File: config.mk
export PLATFORM = sky130hd
export DESIGN_NAME = uart_rx
export DESIGN_NICKNAME = d
export VERILOG_FILES = /design/src/rtl/uart_rx_pkg.sv /design/src/rtl/uart_rx_fifo.sv /design/src/rtl/uart_rx.sv
export SDC_FILE = /design/constraint.sdc
export NUM_CORES = 1
export LEC_CHECK = 0
export BUFFER_PORTS_ARGS = -buffer_cell sky130_fd_sc_hd__buf_2
export CORE_UTILIZATION = 60
export DETAILED_ROUTE_END_ITERATION = 10
export PLACE_DENSITY = 0.83
export SKIP_LAST_GASP = 1
export SLEW_MARGIN = 10
export SYNTH_ARGS = -nofsm -noshare
export SYNTH_HDL_FRONTEND = slang
export SYNTH_HIERARCHICAL = 1
export SYNTH_SLANG_ARGS = --single-unit
File: constraint.sdc
create_clock -name clk -period 5.8 [get_ports clk]
set_clock_uncertainty 0.2 [all_clocks]
set_input_delay 0.58 -clock clk [delete_from_list [all_inputs] [get_ports clk]]
set_output_delay 0.58 -clock clk [all_outputs]
set_load 0.02 [all_outputs]
File: src/rtl/uart_rx_pkg.sv
// Shared definitions for the UART receive path.
// - Memory-map constants for the UART transmit and receive registers.
// - 2-bit state encoding of the receiver FSM.
package uart_rx_pkg;

    // Memory map: the existing transmit register plus the receive data and status words.
    localparam logic [31:0] UART_ADDR      = 32'h1000_0000;
    localparam logic [31:0] UART_RX_ADDR   = 32'h1000_0004;
    localparam logic [31:0] UART_STAT_ADDR = 32'h1000_0008;

    typedef enum logic [1:0] {
        RX_IDLE  = 2'b00,
        RX_START = 2'b01,
        RX_DATA  = 2'b10,
        RX_STOP  = 2'b11
    } rx_state_t;

endpackage

File: src/rtl/uart_rx_fifo.sv
// Small first-word-fall-through FIFO holding received bytes.
// Ports:
//   clk, rst_n      clock, synchronous active-low reset
//   push, push_data write request and byte
//   pop             retire the head entry (ignored when empty)
//   head            head entry, zero when empty (combinational)
//   empty, full     occupancy status
//   push_drop       a push was refused because the FIFO was full with no pop
module uart_rx_fifo #(
    parameter int WIDTH = 8,
    parameter int DEPTH = 4
) (
    input  logic             clk,
    input  logic             rst_n,
    input  logic             push,
    input  logic [WIDTH-1:0] push_data,
    input  logic             pop,
    output logic [WIDTH-1:0] head,
    output logic             empty,
    output logic             full,
    output logic             push_drop
);
    import uart_rx_pkg::*;

    localparam int AW = $clog2(DEPTH);

    logic [WIDTH-1:0] r_mem [DEPTH];
    logic [AW-1:0]    r_wptr;
    logic [AW-1:0]    r_rptr;
    logic [AW:0]      r_count;

    logic w_do_push;
    logic w_do_pop;

    // Push/pop qualification: a pop frees the slot that a push into a full FIFO needs.
    always_comb begin
        w_do_pop  = pop && (r_count != {(AW+1){1'b0}});
        w_do_push = push && ((r_count != (AW+1)'(DEPTH)) || w_do_pop);
        push_drop = push && !w_do_push;
        empty     = (r_count == {(AW+1){1'b0}});
        full      = (r_count == (AW+1)'(DEPTH));
        if (empty) begin
            head = {WIDTH{1'b0}};
        end else begin
            head = r_mem[r_rptr];
        end
    end

    // Storage, pointers and occupancy count.
    always_ff @(posedge clk) begin
        if (!rst_n) begin
            for (int i = 0; i < DEPTH; i++) begin
                r_mem[i] <= {WIDTH{1'b0}};
            end
            r_wptr  <= {AW{1'b0}};
            r_rptr  <= {AW{1'b0}};
            r_count <= {(AW+1){1'b0}};
        end else begin
            if (w_do_push) begin
                r_mem[r_wptr] <= push_data;
                r_wptr        <= r_wptr + {{(AW-1){1'b0}}, 1'b1};
            end
            if (w_do_pop) begin
                r_rptr <= r_rptr + {{(AW-1){1'b0}}, 1'b1};
            end
            case ({w_do_push, w_do_pop})
                2'b10:   r_count <= r_count + {{AW{1'b0}}, 1'b1};
                2'b01:   r_count <= r_count - {{AW{1'b0}}, 1'b1};
                default: r_count <= r_count;
            endcase
        end
    end

endmodule

File: src/rtl/uart_rx.sv
// 8N1 UART receiver with a FWFT receive FIFO and sticky error flags.
// Ports:
//   clk, rst_n   clock, synchronous active-low reset
//   uart_rx_in   asynchronous serial line, idle high
//   rx_pop       retire the FIFO head this cycle
//   err_clr      clear frame_err and overrun
//   rx_data      FIFO head byte, 8'h00 when empty
//   rx_valid     FIFO not empty
//   rx_full      FIFO full
//   frame_err    sticky: a stop bit was sampled low
//   overrun      sticky: a byte arrived while the FIFO was full
module uart_rx #(
    parameter int CLK_FREQ   = 50000000,
    parameter int BAUD_RATE  = 115200,
    parameter int FIFO_DEPTH = 4
) (
    input  logic       clk,
    input  logic       rst_n,
    input  logic       uart_rx_in,
    input  logic       rx_pop,
    input  logic       err_clr,
    output logic [7:0] rx_data,
    output logic       rx_valid,
    output logic       rx_full,
    output logic       frame_err,
    output logic       overrun
);
    import uart_rx_pkg::*;

    localparam int CLKS_PER_BIT = CLK_FREQ / BAUD_RATE;
    localparam int HALF_BIT     = CLKS_PER_BIT / 2;
    localparam int CW           = $clog2(CLKS_PER_BIT);

    logic            r_sync1;
    logic            r_sync2;
    rx_state_t       r_state;
    logic [CW-1:0]   r_cnt;
    logic [2:0]      r_idx;
    logic [7:0]      r_shift;
    logic            r_brk;
    logic            r_frame_err;
    logic            r_overrun;

    rx_state_t       w_state_nxt;
    logic [CW-1:0]   w_cnt_nxt;
    logic [2:0]      w_idx_nxt;
    logic [7:0]      w_shift_nxt;
    logic            w_brk_nxt;
    logic            w_push;
    logic            w_ferr_set;
    logic            w_rxs;
    logic            w_empty;
    logic            w_push_drop;

    assign w_rxs = r_sync2;

    // Two-flop synchroniser; resets to the idle-high line level.
    always_ff @(posedge clk) begin
        if (!rst_n) begin
            r_sync1 <= 1'b1;
            r_sync2 <= 1'b1;
        end else begin
            r_sync1 <= uart_rx_in;
            r_sync2 <= r_sync1;
        end
    end

    // Receiver FSM state and datapath registers.
    always_ff @(posedge clk) begin
        if (!rst_n) begin
            r_state <= RX_IDLE;
            r_cnt   <= {CW{1'b0}};
            r_idx   <= 3'd0;
            r_shift <= 8'h00;
            r_brk   <= 1'b0;
        end else begin
            r_state <= w_state_nxt;
            r_cnt   <= w_cnt_nxt;
            r_idx   <= w_idx_nxt;
            r_shift <= w_shift_nxt;
            r_brk   <= w_brk_nxt;
        end
    end

    // Next-state logic. The push is issued combinationally so the byte lands in
    // the FIFO on the stop-sample edge itself.
    always_comb begin
        w_state_nxt = r_state;
        w_cnt_nxt   = r_cnt + {{(CW-1){1'b0}}, 1'b1};
        w_idx_nxt   = r_idx;
        w_shift_nxt = r_shift;
        w_brk_nxt   = r_brk;
        w_push      = 1'b0;
        w_ferr_set  = 1'b0;
        case (r_state)
            RX_IDLE: begin
                w_cnt_nxt = {CW{1'b0}};
                if (!w_rxs) begin
                    w_state_nxt = RX_START;
                end else begin
                    w_state_nxt = RX_IDLE;
                end
            end
            RX_START: begin
                // Mid-bit check of the start bit filters short glitches.
                if (r_cnt == CW'(HALF_BIT - 1)) begin
                    w_cnt_nxt = {CW{1'b0}};
                    w_idx_nxt = 3'd0;
                    if (w_rxs) begin
                        w_state_nxt = RX_IDLE;
                    end else begin
                        w_state_nxt = RX_DATA;
                    end
                end else begin
                    w_state_nxt = RX_START;
                end
            end
            RX_DATA: begin
                if (r_cnt == CW'(CLKS_PER_BIT - 1)) begin
                    w_cnt_nxt          = {CW{1'b0}};
                    w_shift_nxt[r_idx] = w_rxs;
                    if (r_idx == 3'd7) begin
                        w_state_nxt = RX_STOP;
                    end else begin
                        w_idx_nxt = r_idx + 3'd1;
                    end
                end else begin
                    w_state_nxt = RX_DATA;
                end
            end
            RX_STOP: begin
                w_cnt_nxt = {CW{1'b0}};
                if (r_brk) begin
                    // Wait out a held-low line so a break cannot start a new frame.
                    if (w_rxs) begin
                        w_brk_nxt   = 1'b0;
                        w_state_nxt = RX_IDLE;
                    end else begin
                        w_state_nxt = RX_STOP;
                    end
                end else if (r_cnt == CW'(CLKS_PER_BIT - 1)) begin
                    if (w_rxs) begin
                        w_push      = 1'b1;
                        w_state_nxt = RX_IDLE;
                    end else begin
                        w_ferr_set  = 1'b1;
                        w_brk_nxt   = 1'b1;
                        w_state_nxt = RX_STOP;
                    end
                end else begin
                    w_cnt_nxt   = r_cnt + {{(CW-1){1'b0}}, 1'b1};
                    w_state_nxt = RX_STOP;
                end
            end
            default: begin
                w_state_nxt = RX_IDLE;
                w_cnt_nxt   = {CW{1'b0}};
                w_brk_nxt   = 1'b0;
            end
        endcase
    end

    // Sticky error flags; a new error event wins over err_clr.
    always_ff @(posedge clk) begin
        if (!rst_n) begin
            r_frame_err <= 1'b0;
            r_overrun   <= 1'b0;
        end else begin
            if (w_ferr_set) begin
                r_frame_err <= 1'b1;
            end else if (err_clr) begin
                r_frame_err <= 1'b0;
            end else begin
                r_frame_err <= r_frame_err;
            end
            if (w_push_drop) begin
                r_overrun <= 1'b1;
            end else if (err_clr) begin
                r_overrun <= 1'b0;
            end else begin
                r_overrun <= r_overrun;
            end
        end
    end

    uart_rx_fifo #(
        .WIDTH (8),
        .DEPTH (FIFO_DEPTH)
    ) u_fifo (
        .clk       (clk),
        .rst_n     (rst_n),
        .push      (w_push),
        .push_data (w_shift_nxt),
        .pop       (rx_pop),
        .head      (rx_data),
        .empty     (w_empty),
        .full      (rx_full),
        .push_drop (w_push_drop)
    );

    assign rx_valid  = !w_empty;
    assign frame_err = r_frame_err;
    assign overrun   = r_overrun;

endmodule

; ---- Word level (Yosys, flattened, before mapping)
; Memory sizes are Yosys's and may differ from the RTL's. A register that Yosys moved wholly into a read port is not among the register bits.
; Cells that the tools add are included.
[word_totals]
wordCells = 96
inputBits = 5
ramBits = 32
memories = 1
register_bits = 34
[classes]
addsub = 6
reduce_logical = 16
n_eq_ne = 14
magnitude_cmp = 2
muxes = 45
[memory_table]
columns = name, depth, width, rd, rd_ports_with_merged_regs, wr, line
row1 = u_fifo.r_mem, 4, 8, 1, 1, 4, uart_rx_fifo.sv:27  ; logic [WIDTH-1:0] r_mem [DEPTH];
[ops]
columns = operator, n
row1 = $pmux W9 S4, 1
row2 = $mux W8, 4
row3 = $mux W9, 3
row4 = $mux W2, 10
row5 = $mux W1, 19
row6 = $pmux W3 S2, 2
row7 = $add A9 B1 Y9 const B, 1
row8 = $eq A9 B8 Y1 const B, 1
row9 = $eq A9 B9 Y1 const B, 1
row10 = $mux W3, 3
row11 = $bwmux W8, 1
row12 = $pmux W2 S4, 1
row13 = $reduce_bool A2 Y1, 4
row14 = $reduce_or A8 Y1, 1
row15 = $add A3 B1 Y3 const B, 2
row16 = $eq A2 B2 Y1 const B, 3
row17 = $eq A3 B3 Y1 const B, 2
row18 = $ne A2 B2 Y1 const B, 3
row19 = $ne A3 B3 Y1 const B, 2
row20 = $add A2 B1 Y2 const B, 2
row21 = $eq A2 B1 Y1 const B, 2
row22 = $logic_and A1 B1 Y1, 4
row23 = $lt A3 B4 Y1 const B, 1
row24 = $reduce_and A4 Y1, 1
row25 = other kinds (8), 9

; ---- Longest topological paths before layout
[logic_depth]
word_depth = 10
ltp_mapped = 14
depth_no_buf = 12

; ---- Modules after synthesis
; The synthesis kept the hierarchy.
[by_module_without_submodules]
columns = mod, seq_area_each_um2, instances, area_per_inst_um2, cells_each
row1 = uart_rx_fifo, 1141.1, 1, 2034.5, 155
row2 = uart_rx, 540.5, 1, 1391.3, 143

; ---- Worst setup path after synthesis
; OpenSTA, ideal clock, no wires.
[synth_timing]
path_kind = reg-to-reg
start = register r_cnt[0]
end = memory u_fifo.r_mem[0][0], enable pin
path_stages_with_launch = 10
slack_ns = 2.742
n_path_buf = 2
required_time_ns = 5.216
arrival_time_ns = 2.474
synth_period_minus_slack_ns = 3.058
setup_time_ns = 0.384
cell_sequence = dfxtp_1 -> ha_1 -> and4bb_4 -> buf_6 -> and2_2 -> and3_1 -> clkbuf_1 -> nand2_1 -> or2_2 -> o21ai_0
[synth_lines]
columns = element, line
row1 = "start, declared", uart_rx.sv:37  ; logic [CW-1:0] r_cnt;
row2 = "start signal, assigned", uart_rx.sv:72  ; r_cnt <= {CW{1'b0}};
row3 = "start signal, assigned", uart_rx.sv:78  ; r_cnt <= w_cnt_nxt;
row4 = "end, declared", uart_rx_fifo.sv:27

==> impl_results.md <==
- IO Pins: 17
- Core footprint: 0.00551 mm^2
- Synth Instances: 298
- Max-cap violations: 0
- Critical Path Sink Type: register
- Vias per cell: 5.58
- Flops & latches, synth: 68
- Clock slew at reported path FFs: 0.07 ns
- WL per Instance: 15.0 um
- CP endpoint: u_fifo/r_mem[2][5]$_SDFFCE_PN0P_
- CTS tree: built
- First-pass GRT wire length: 9.92 mm
- Worst r2r path cells: 7
- Largest fanout on the critical path: 13
- Reg2Reg Setup Slack: 2.48 ns
- Core Util, Final: 67.3%
- Post-DP HPWL: 4.03 mm
- Leak pwr: 1.38 nW
- Total Nets Final: 321
- Area grow syn2layout: 8.25%
- Pwr per Cell Area: 270 mW/mm^2
- Peak Freq: 301 MHz
- CP startpoint kind: register
- H-tree levels: 3
- Cell taking the most area after synthesis: edfxtp_1
- Logic gate share of total power: 5.6%
- Skew-Pair Late Insertion Delay: 0.34 ns
- Worst Hold Class: reg -> reg
- Final Cell Area: 0.00371 mm^2
- Largest net degree at the start of global routing: 37
- Initial core utilization: 62.2%
- Slew headroom: 27.2%
- DRT Wirelength: 5.82 mm
- Clock share of power: 41.8%
- Grt total ovfl: 0
- Cell variety after synth: 60
- Yosys top cell area share: 28.0%
- Post-synth top flop: dfxtp_1
- FF-to-FF End: u_fifo/r_mem[2][5]$_SDFFCE_PN0P_
- Synth Area per Inst: 11.5 um^2
- Critical path class: reg -> reg
- Post-synthesis cell area: 0.00343 mm^2
- Post-route ant nets: 0
- Cell internal pwr: 0.000783 W
- Net Sw Frac: 21.8%
- Ys async rst share: 0%
- CTS resizes: 0
- Num CTS Buffers: 9
- Vias in the first global route: 2,077
- Fin. max-slew vios: 0
- Die area: 0.00602 mm^2
- Period minus WS final: 3.32 ns
- DRT Pass-1 Iters: 4
- Initial antenna violation count: 0
- Via count: 2,160
- Root Driver: clkbuf_8
- Hold_buf cts: 0
- Post-synth EDFFs: 32
- Final Hold Vio Count: 0
- Setup-failing EPs final: 0
- Synth Net Count: 309
- Die Width: 77.6 um
- Final Wtd Congestion: 0.791
- Num Clock Sinks: 68
- WHS: 0.210 ns
- Worst Path Required: 5.56 ns
- Buffer count from post-CTS setup fixing: 0
- Setup TNS Final: 0 ns
- Top cells by area, synth: edfxtp_1 28%, dfxtp_1 21%, and2_1 6.4%, mux4_2 5.3%, mux2_4 2.6%
- Worst vdd ir: 162 uV
- Worst r2r src: r_cnt[0]$_SDFF_PN0_
- Setup WS post-layout: 2.48 ns
- RSZ-0062 raised after global routing: no
- Fill cells: 399
- CTS max path bufs: 2
- Iter 0 DRT Violations: 69
- Warnings, synthesis: 6
- Status: completed
- Port Buffer Count: 16
- Share of cells above drive strength 1: 26.0%
- Critical Path AT: 3.08 ns
- # rows: 27
- Final period util: 57.2%
- P_sw: 0.000218 W
- Reg power frac: 52.6%
- N_diodes: 0
- Slew at the pin with the worst max-slew slack: 1.08 ns
- Placement Setup Slack: 2.37 ns
- Seq/Total Area, Yosys: 49.1%
- DR DRC count: 0
- Placed inst area: 0.00349 mm^2
- Crit path launch: r_cnt[0]$_SDFF_PN0_
- DIE HEIGHT: 77.6 um
- Tot GR Track Use: 21.9%
==> cells in the mapped netlist, drive strengths merged, types with 4 or more instances <==
cell and n:
dfxtp 36, nand4 5, nand2b 6, nand3 7
ha 5, buf 9, nor2 20, xnor2 6
clkbuf 7, a21oi 4, inv 11, and2 53
mux2 8, mux4 8, nand2 17, nor2b 5
nand4b 5, edfxtp 32, o21ai 7, and3 6
==> per-layer routing <==
metal  up-vias  share of wire, %  track usage (%)
li1       1075                 -                -
met3        11               3.5             5.65
met2        42                50             36.5
met4         0               1.9             11.5
met5         -                 0                0
met1      1032                44             25.9
==> per-stage QoR <==
| stage | instances | total power, W |
|---|---|---|
| floorplan | 298 | 0.000579 |
| global placement | 371 | 0.000592 |
| detailed placement | 371 | 0.000594 |
| CTS | 387 | 0.00101 |
| global route | 387 | 0.00103 |
| finish | 387 | 0.00100 |
==> how the worst min path moves through the flow <==
stage / from / to / depth (start not counted)
floorplan: r_sync1$_SDFF_PN1_ / r_sync2$_SDFF_PN1_ / 1
global placement: r_sync1$_SDFF_PN1_ / r_sync2$_SDFF_PN1_ / 1
detailed placement: r_sync1$_SDFF_PN1_ / r_sync2$_SDFF_PN1_ / 1
CTS: uart_rx_in / r_sync1$_SDFF_PN1_ / 2
global route: uart_rx_in / r_sync1$_SDFF_PN1_ / 2
finish: r_sync1$_SDFF_PN1_ / r_sync2$_SDFF_PN1_ / 1
==> cell families (layout without fill, tap and decap cells) <==
group                    Yosys count  count (layout)  share of synthesized area [%]
flip-flops                        68              68                           49.1
buffers and inverters             27              44                           4.46
XOR/XNOR                           9               9                           2.30
adder cells (fa/ha/maj)            6               6                           2.41
AO/OA/AOI/OAI                     30              30                           6.03
AND/OR/NAND/NOR                  140             140                           26.6
multiplexers                      18              18                           9.13
==> worst max-delay path: stages (launching register included) <==
cell      delay, ns
dfxtp_1        0.40
ha_1           0.18
and4bb_4       0.33
and2_2         0.18
and3_1         0.35
nand2_1        0.13
or2_2          0.32
o21ai_0        0.84
==> cell type report <==
| cell class | count | area (um^2) | area share [%] |
|---|---|---|---|
| sequential | 68 | 1680 | 45.3 |
| multi-input combinational | 203 | 1590 | 42.9 |
| clock buffer | 10 | 128 | 3.44 |
| tap | 72 | 90.1 | 2.43 |
| clock inverter | 6 | 88.8 | 2.40 |
| timing repair buffer | 17 | 87.6 | 2.36 |
| inverter | 11 | 41.3 | 1.11 |
==> cells in the final DEF, fill, tap and decap left out, types with 7 or more instances in the layout <==
| cell | count |
|---|---|
| and2_4 | 8 |
| and2_2 | 10 |
| dfxtp_1 | 36 |
| inv_1 | 11 |
| and2_1 | 35 |
| mux4_2 | 8 |
| nand2_1 | 17 |
| edfxtp_1 | 32 |
| buf_2 | 16 |
| clkbuf_8 | 9 |
| nor2_1 | 20 |
| nand3_1 | 7 |
==> power groups by stage <==
stage,sequential (W),combinational (W),clock [W]
floorplan,0.000530,0.0000490,0
global route,0.000529,0.0000615,0.000442
detailed placement,0.000538,0.0000562,0
CTS,0.000527,0.0000564,0.000425
global placement,0.000537,0.0000548,0
finish,0.000527,0.0000559,0.000419
==> flip-flops by register name (all words and copies together) (netlist names), named ones only <==
register and count:
r_idx 3, u_fifo/r_wptr 2, overrun 1, u_fifo/r_mem 32
r_brk 1, r_sync1 1, r_sync2 1, r_cnt 9
u_fifo/r_count 3, frame_err 1, r_shift 8, r_state 2
u_fifo/r_rptr 2
Power figures use the tool's default switching activity.
